`config.mk`:
```
export PLATFORM = sky130hd
export DESIGN_NAME = gamepad_pmod_tx
export DESIGN_NICKNAME = d
export VERILOG_FILES = /design/src/rtl/gamepad_pmod_tx.sv
export SDC_FILE = /design/constraint.sdc
export NUM_CORES = 1
export LEC_CHECK = 0
export CORE_MARGIN = 8
export CORE_UTILIZATION = 56
export CTS_BUF_LIST = sky130_fd_sc_hd__clkbuf_8
export CTS_CLUSTER_SIZE = 25
export DETAILED_ROUTE_END_ITERATION = 8
export PLACE_DENSITY_LB_ADDON = 0.05
export RECOVER_POWER = 50
export SLEW_MARGIN = 20
export SYNTH_ARGS = -nofsm -noshare
export SYNTH_HDL_FRONTEND = slang
export SYNTH_SLANG_ARGS = --single-unit
```
`constraint.sdc`:
```
create_clock -name clk -period 1.8 [get_ports clk]
set_input_delay 0.36 -clock clk [delete_from_list [all_inputs] [get_ports clk]]
set_output_delay 0.36 -clock clk [all_outputs]
set_load 0.01 [all_outputs]
```
`src/rtl/gamepad_pmod_tx.sv`:
```
// Gamepad Pmod transmitter: snapshots two 12-bit controller button words and shifts them out
// MSB first on pmod_data/pmod_clk, then pulses pmod_latch so the receiver transfers the frame.
module gamepad_pmod_tx #(
  parameter int CLK_DIV   = 4,
  parameter int FRAME_GAP = 1000
) (
  input  logic        clk,
  input  logic        rst_n,
  input  logic        enable,
  input  logic [11:0] ctrl0_btn,
  input  logic [11:0] ctrl1_btn,
  output logic        pmod_data,
  output logic        pmod_clk,
  output logic        pmod_latch,
  output logic        busy,
  output logic        frame_done
);
  localparam int DIV_W = $clog2(CLK_DIV + 1);
  localparam int GAP_W = $clog2(FRAME_GAP + 1);
  localparam logic [DIV_W-1:0] DIV_RELOAD = DIV_W'(CLK_DIV - 1);
  localparam logic [GAP_W-1:0] GAP_LAST   = GAP_W'(FRAME_GAP - 1);
  localparam logic [GAP_W-1:0] GAP_MAX    = '1;
  localparam logic [4:0]       LAST_BIT   = 5'd23;

  typedef enum logic [2:0] {
    S_IDLE, S_LOAD, S_CLK_LO, S_CLK_HI, S_LATCH_HI, S_LATCH_LO
  } state_t;

  state_t           state_q, state_d;
  logic [DIV_W-1:0] div_q, div_d;
  logic [4:0]       bit_cnt_q, bit_cnt_d;
  logic [GAP_W-1:0] gap_q, gap_d;
  logic [23:0]      shreg_q, shreg_d;
  logic             data_q, data_d;
  logic             clk_q, clk_d;
  logic             latch_q, latch_d;
  logic             busy_q, busy_d;
  logic             done_q, done_d;

  always_comb begin
    state_d   = state_q;
    div_d     = div_q;
    bit_cnt_d = bit_cnt_q;
    gap_d     = '0;
    shreg_d   = shreg_q;
    data_d    = data_q;
    case (state_q)
      S_IDLE: begin
        if (enable) begin
          gap_d = (gap_q != GAP_MAX) ? gap_q + GAP_W'(1) : gap_q;
          if (gap_q >= GAP_LAST) state_d = S_LOAD;
        end
      end
      S_LOAD: begin
        shreg_d   = {ctrl0_btn, ctrl1_btn};
        data_d    = ctrl0_btn[11];
        bit_cnt_d = '0;
        div_d     = DIV_RELOAD;
        state_d   = S_CLK_LO;
      end
      S_CLK_LO: begin
        if (div_q == '0) begin
          div_d   = DIV_RELOAD;
          state_d = S_CLK_HI;
        end else begin
          div_d = div_q - DIV_W'(1);
        end
      end
      S_CLK_HI: begin
        if (div_q == '0) begin
          div_d = DIV_RELOAD;
          // Data changes together with the falling shift clock so it is stable at the next rise.
          if (bit_cnt_q < LAST_BIT) begin
            bit_cnt_d = bit_cnt_q + 5'd1;
            shreg_d   = {shreg_q[22:0], 1'b0};
            data_d    = shreg_q[22];
            state_d   = S_CLK_LO;
          end else begin
            data_d  = 1'b0;
            state_d = S_LATCH_HI;
          end
        end else begin
          div_d = div_q - DIV_W'(1);
        end
      end
      S_LATCH_HI: begin
        if (div_q == '0) state_d = S_LATCH_LO;
        else             div_d   = div_q - DIV_W'(1);
      end
      S_LATCH_LO: state_d = S_IDLE;
      default:    state_d = S_IDLE;
    endcase
    clk_d   = (state_d == S_CLK_HI);
    latch_d = (state_d == S_LATCH_HI);
    busy_d  = (state_d != S_IDLE);
    done_d  = (state_q == S_LATCH_LO);
  end

  always_ff @(posedge clk) begin
    if (!rst_n) begin
      state_q   <= S_IDLE;
      div_q     <= '0;
      bit_cnt_q <= '0;
      gap_q     <= '0;
      shreg_q   <= '0;
      data_q    <= 1'b0;
      clk_q     <= 1'b0;
      latch_q   <= 1'b0;
      busy_q    <= 1'b0;
      done_q    <= 1'b0;
    end else begin
      state_q   <= state_d;
      div_q     <= div_d;
      bit_cnt_q <= bit_cnt_d;
      gap_q     <= gap_d;
      shreg_q   <= shreg_d;
      data_q    <= data_d;
      clk_q     <= clk_d;
      latch_q   <= latch_d;
      busy_q    <= busy_d;
      done_q    <= done_d;
    end
  end

  assign pmod_data  = data_q;
  assign pmod_clk   = clk_q;
  assign pmod_latch = latch_q;
  assign busy       = busy_q;
  assign frame_done = done_q;
endmodule

```
==> After elaboration in Yosys (flattened, before gate mapping) <==
Cells that the tools add are included.
Widths: inputs -> output; s select.
{ "totals": {"register_bits": 49, "romBits": 0, "ram_bits": 0, "inputBits": 27, "latch_bits": 0, "memories": 0, "out_inout_bits": 5} }
{ "op_classes": {"n_eq_ne": 11, "n_mux": 19, "bitwise": 0, "mul": 0, "div_mod_pow": 0, "shift": 0, "order_cmp": 2, "reduce_logical": 10, "n_addsub": 3} }
{ "ops": {"columns": ["cell", "n"], "rows": [
  ["$mux 23", 2],
  ["$pmux 23 s2", 1],
  ["$mux 3", 8],
  ["$pmux 3 s5", 1],
  ["$add 10x1->10 const B", 1],
  ["$ge 10x10->1 const B", 1],
  ["$mux 5", 2],
  ["$ne 10x10->1 const B", 1],
  ["$pmux 5 s2", 1],
  ["$eq 3x2->1 const B", 3],
  ["$eq 3x3->1 const B", 3],
  ["$pmux 3 s3", 1],
  ["$logic_not 3->1", 2],
  ["$ne 2x2->1 const B", 3],
  ["$reduce_and 3->1", 2],
  ["$reduce_bool 3->1", 2],
  ["$add 5x1->5 const B", 1],
  ["$lt 5x5->1 const B", 1],
  ["$reduce_and 2->1", 2],
  ["$eq 3x1->1 const B", 1],
  ["$sub 3x1->3 const B", 1],
  ["$mux 1", 2],
  ["$pmux 1 s2", 1],
  ["$reduce_bool 2->1", 1],
  ["$reduce_or 2->1", 1]
]} }

==> Logic depth before layout (Yosys ltp) <==
{ "logic_depth": {"depth_word": 5, "depth_mapped": 7} }

==> Worst setup path before layout <==
No wires, ideal clock.
{ "synth_path": {"path_kind": "reg-to-reg", "start": "register div_q[0]", "end": "register shreg_q[10]", "stages_incl_launch_ff": 7, "setup_time_ps": 122, "slack_ps": 189, "t_arrival_ps": 1490, "period_less_slack_ps": 1611, "cell_sequence": "dfxtp_1 > inv_1 > ha_1 > nand4bb_4 > o31ai_4 > buf_2 > a21oi_1"} }
{ "synth_between": {"elab_chain_len": 3} }
{ "synth_rtl": {"columns": ["item", "line_no", "rtl"], "rows": [
  ["from (decl)", "30", "logic [DIV_W-1:0] div_q, div_d;"],
  ["from (signal assigned)", "113", "div_q <= div_d;"],
  ["$logic_not 3->1", "70", "if (div_q == '0) begin"],
  ["$ne 2x2->1 (no line)", null, null],
  ["$reduce_and 3->1 (no line)", null, null],
  ["to (signal assigned)", "116", "shreg_q <= shreg_d;"],
  ["to (decl)", "33", "logic [23:0] shreg_q, shreg_d;"]
]} }
No other way between the ends.
A chain may end at the register's enable or synchronous reset.

==> Final worst setup path <==
{ "layout_path": {"start": "input port enable", "end": "register clk_q, in the netlist pmod_clk"} }
{ "layout_between": {"elab_chain_len": 3} }
{ "layout_rtl": {"columns": ["item", "line_no", "rtl"], "rows": [
  ["from (decl)", "9", "input logic enable,"],
  ["$mux 3", "49", "if (enable) begin"],
  ["$pmux 3 s5", "47", "case (state_q)"],
  ["$eq 3x2->1", "93", "clk_d = (state_d == S_CLK_HI);"],
  ["to (signal assigned)", "118", "clk_q <= clk_d;"],
  ["to (decl)", "35", "logic clk_q, clk_d;"]
]} }
No other way between the ends.

==> out/qor.csv <==
stage,metric,value,unit
run_status,outcome,"finished, final reports clean",
global_route,gr usage total,15.57,%
placement,DP Area,2720,µm²
setup_path,crit path kind,input port to flip-flop,
setup_path,Crit. End Element,flip-flop,
pwr,Reg power frac,55.4,%
run,Max Cap Viol,0,
floorplan,Rows,23,
synth,Yosys cell types,45,
pwr,clock network power share,39.2,%
detailed_routing,DR WL/cell,14.44,µm
detailed_routing,vias per std cell,5.732,
setup_path,Worst Setup SP,enable,
global_route,initial antenna violation count,0,
synth,Synth Instances,252,
detailed_routing,First-pass DRT Iterations,4,
cells_and_area,n_diodes,0,
floorplan,core area,3971,µm²
detailed_routing,DRT antenna net count,0,
setup_path,WP data required,2.03,ns
pwr,"Power, Total",1.962,mW
clock_network,Post-CTS Resized,0,
clock_network,Worst-path clk slew,0.09,ns
synth,Netlist Area Pre-Place,2307,µm²
setup_path,Setup crit start kind,input port,
cells_and_area,Layout Cells excl Fill,339,
clock_network,CTS tree,built,
timing,Clock Skew,0.008943,ns
global_route,largest net degree at the start of global routing,47,
placement,Place WS,-0.1934,ns
timing,RSZ-0062 raised after global routing,false,
clock_network,Sink Count,49,
floorplan,die area,6430,µm²
cells_and_area,post-route cell area,2838,µm²
floorplan,initial core utilization,58.10,%
timing,Final Hold Viols,0,
floorplan,Die W,80.19,µm
synth,Avg Synthesized Cell Area,9.156,µm²
placement,hpwl dp,3284,µm
global_route,total grt overflow,0,
floorplan,Die H,80.19,µm
setup_path,Max stage delay on crit path,0.49,ns
pwr,worst vdd ir,561.7,µV
synth,Synth Flop Type,dfxtp_1,
clock_network,"Setup Fix Bufs, Post-CTS",0,
pwr,Combinational Power Share,5.4,%
setup_path,CP Data Arrival Time,1.92,ns
pwr,P_sw,0.4039,mW
detailed_routing,WL final,4895,µm
synth,asr flop ratio synth,0,%
timing,Least-Margin Pin Slew,0.4820,ns
clock_network,clock insertion delay at the later pin of the skew report,0.30,ns
timing,setup slack after layout,0.1135,ns
clock_network,Max H-tree Level,2,
timing,Pins Over Slew Limit,0,
floorplan,Ports,32,
placement,placed instance count,331,
timing,fin crit share,93.70,%
global_route,number of global-route vias before repair,1809,
synth,post-synthesis register bit count,49,
timing,minimum clock period,1.687,ns
timing,WHS,0.4697,ns
worst_hold_path,Hold Crit Start,shreg_q[0],
synth,synth warn,0,
synth,ranking of synthesized cells by area,"dfxtp_1 (43%), mux2i_1 (12%), a21oi_1 (6.3%)",
clock_network,CTS root buffer,clkbuf_8,
setup_path,critical-path cell list,"clkdlybuf4s50_1, or4b_4, a2111oi_4, o31ai_1, nor3_2",
setup_path,R2R Path Start,gap_q[0],
pwr,PwrDens,691.4,nW/µm²
synth,Post-Syn Nets,283,
synth,"Seq/Total Area, Yosys",42.52,%
pwr,Pint,1.558,mW
setup_path,Crit Path Max Fanout,3,
detailed_routing,Iter 0 DRT Violations,131,
synth,Synth area leader,dfxtp_1,
timing,final setup vio count,0,
clock_network,CTS Buf Count,5,
pwr,Lkg Pwr,1.214,nW
timing,fmax,592.9,MHz
cells_and_area,layout cells sized above 1,9.343,%
clock_network,hold_buf cts,0,
timing,Rel. slew slack,67.46,%
setup_path,Worst path slowest cell,clkdlybuf4s50_1,
detailed_routing,via count,1943,
synth,"EDFF count, synth",0,
cells_and_area,P&R area growth vs syn,22.99,%
placement,gpl congestion,0.8264,
detailed_routing,drt drc,0,
pwr,Sw Share,20.58,%
cells_and_area,Nets,320,
clock_network,Max Buffers Root-to-Sink,2,
placement,Port Buffers,31,
synth,share of the synthesized area in the top cell type,42.52,%
worst_hold_path,HP Class,flip-flop to flip-flop,
global_route,first-pass GRT wire length,8190,µm
## final timing paths
| path | end | slack [ns] | cells past startpoint |
|---|---|---|---|
| max | pmod_clk | 0.11 | 5 |
| max reg2reg | gap_q[5] | 0.13 | 6 |
| min reg2reg | shreg_q[0] | 0.47 | 2 |
| min | shreg_q[0] | 0.47 | 2 |
## layout by cell type (no fill, tap or decap), types with 2 or more instances in the layout
cell type,n
nand2_1,12
mux2i_1,27
ha_1,3
o21ai_0,28
clkdlybuf4s50_1,26
clkbuf_1,3
nor2_1,18
o31ai_1,4
a31oi_1,2
xnor2_1,5
xor2_1,2
buf_4,7
a21oi_1,29
buf_12,2
nor4_1,3
dfxtp_1,49
nor3_1,8
dlygate4sd3_1,5
a211oi_1,2
nor3_2,2
inv_1,9
clkbuf_8,5
nand3_1,8
## critical path: cells and delay by family
| family | cells | cell delay (ns) |
|---|---|---|
| and+or+nand+nor | 2 | 0.59 |
| buffers and inverters | 1 | 0.49 |
| AOI/OAI and AO/OA | 2 | 0.49 |
## state kept, by name (all words and copies together) (netlist names)
name / count
bit_cnt_q: 5
busy: 1
div_q: 3
frame_done: 1
gap_q: 10
pmod_clk: 1
pmod_data: 1
pmod_latch: 1
shreg_q: 23
state_q: 3
## layer usage
metal  vias up  track usage, %  part of all wire [%]
li1        983               -                     -
met1       928           19.17                    47
met2        30           25.55                    49
met3         2           4.688                   3.9
met4         0           4.364                  0.27
met5         -               0                     0
## layout make-up
cell class / count / area, µm²
Clock buffer: 5 / 68.82
Clock inverter: 2 / 35.03
Fill cell: 329 / 1134
Inverter: 9 / 33.78
Multi-Input combinational cell: 178 / 1205
Sequential cell: 49 / 980.9
Tap cell: 50 / 62.56
Timing Repair Buffer: 46 / 451.7
## logic make-up (layout without fill, tap and decap cells)
kind of cell | after synthesis | in the layout | share of synthesized area, %
fa+ha+maj | 4 | 4 | 2.169
xor+xnor | 7 | 7 | 2.657
compound gates | 74 | 74 | 19.58
simple gates | 66 | 66 | 16.00
buf+inv | 25 | 62 | 5.369
flops | 49 | 49 | 42.52
mux | 27 | 27 | 11.71
## cells in the mapped netlist, drive strengths merged, types with 2 or more instances
cell type,count
ha,4
nor3,10
nor4,3
clkbuf,5
nor2,18
dfxtp,49
a211oi,2
mux2i,27
o21ai,28
inv,9
xor2,2
a31oi,2
buf,11
a21oi,29
xnor2,5
nand3,8
nand2,12
o31ai,5
## power by group through the flow
stage	clock network, mW	registers [mW]	logic, mW
6_report	0.769	1.09	0.106
5_1_grt	0.840	1.09	0.116
4_1_cts	0.782	1.09	0.108
3_5_place_dp	0	1.11	0.107
3_3_place_gp	0	1.11	0.105
2_1_floorplan	0	1.11	0.0365
## through the flow
stage,setup TNS [ns],util [%]
2_1_floorplan,0,-
3_3_place_gp,-0.4439,68.49
3_5_place_dp,-0.5664,68.49
4_1_cts,0,71.11
5_1_grt,0,71.46
6_report,0,71.46
Power figures use the tool's default switching activity.
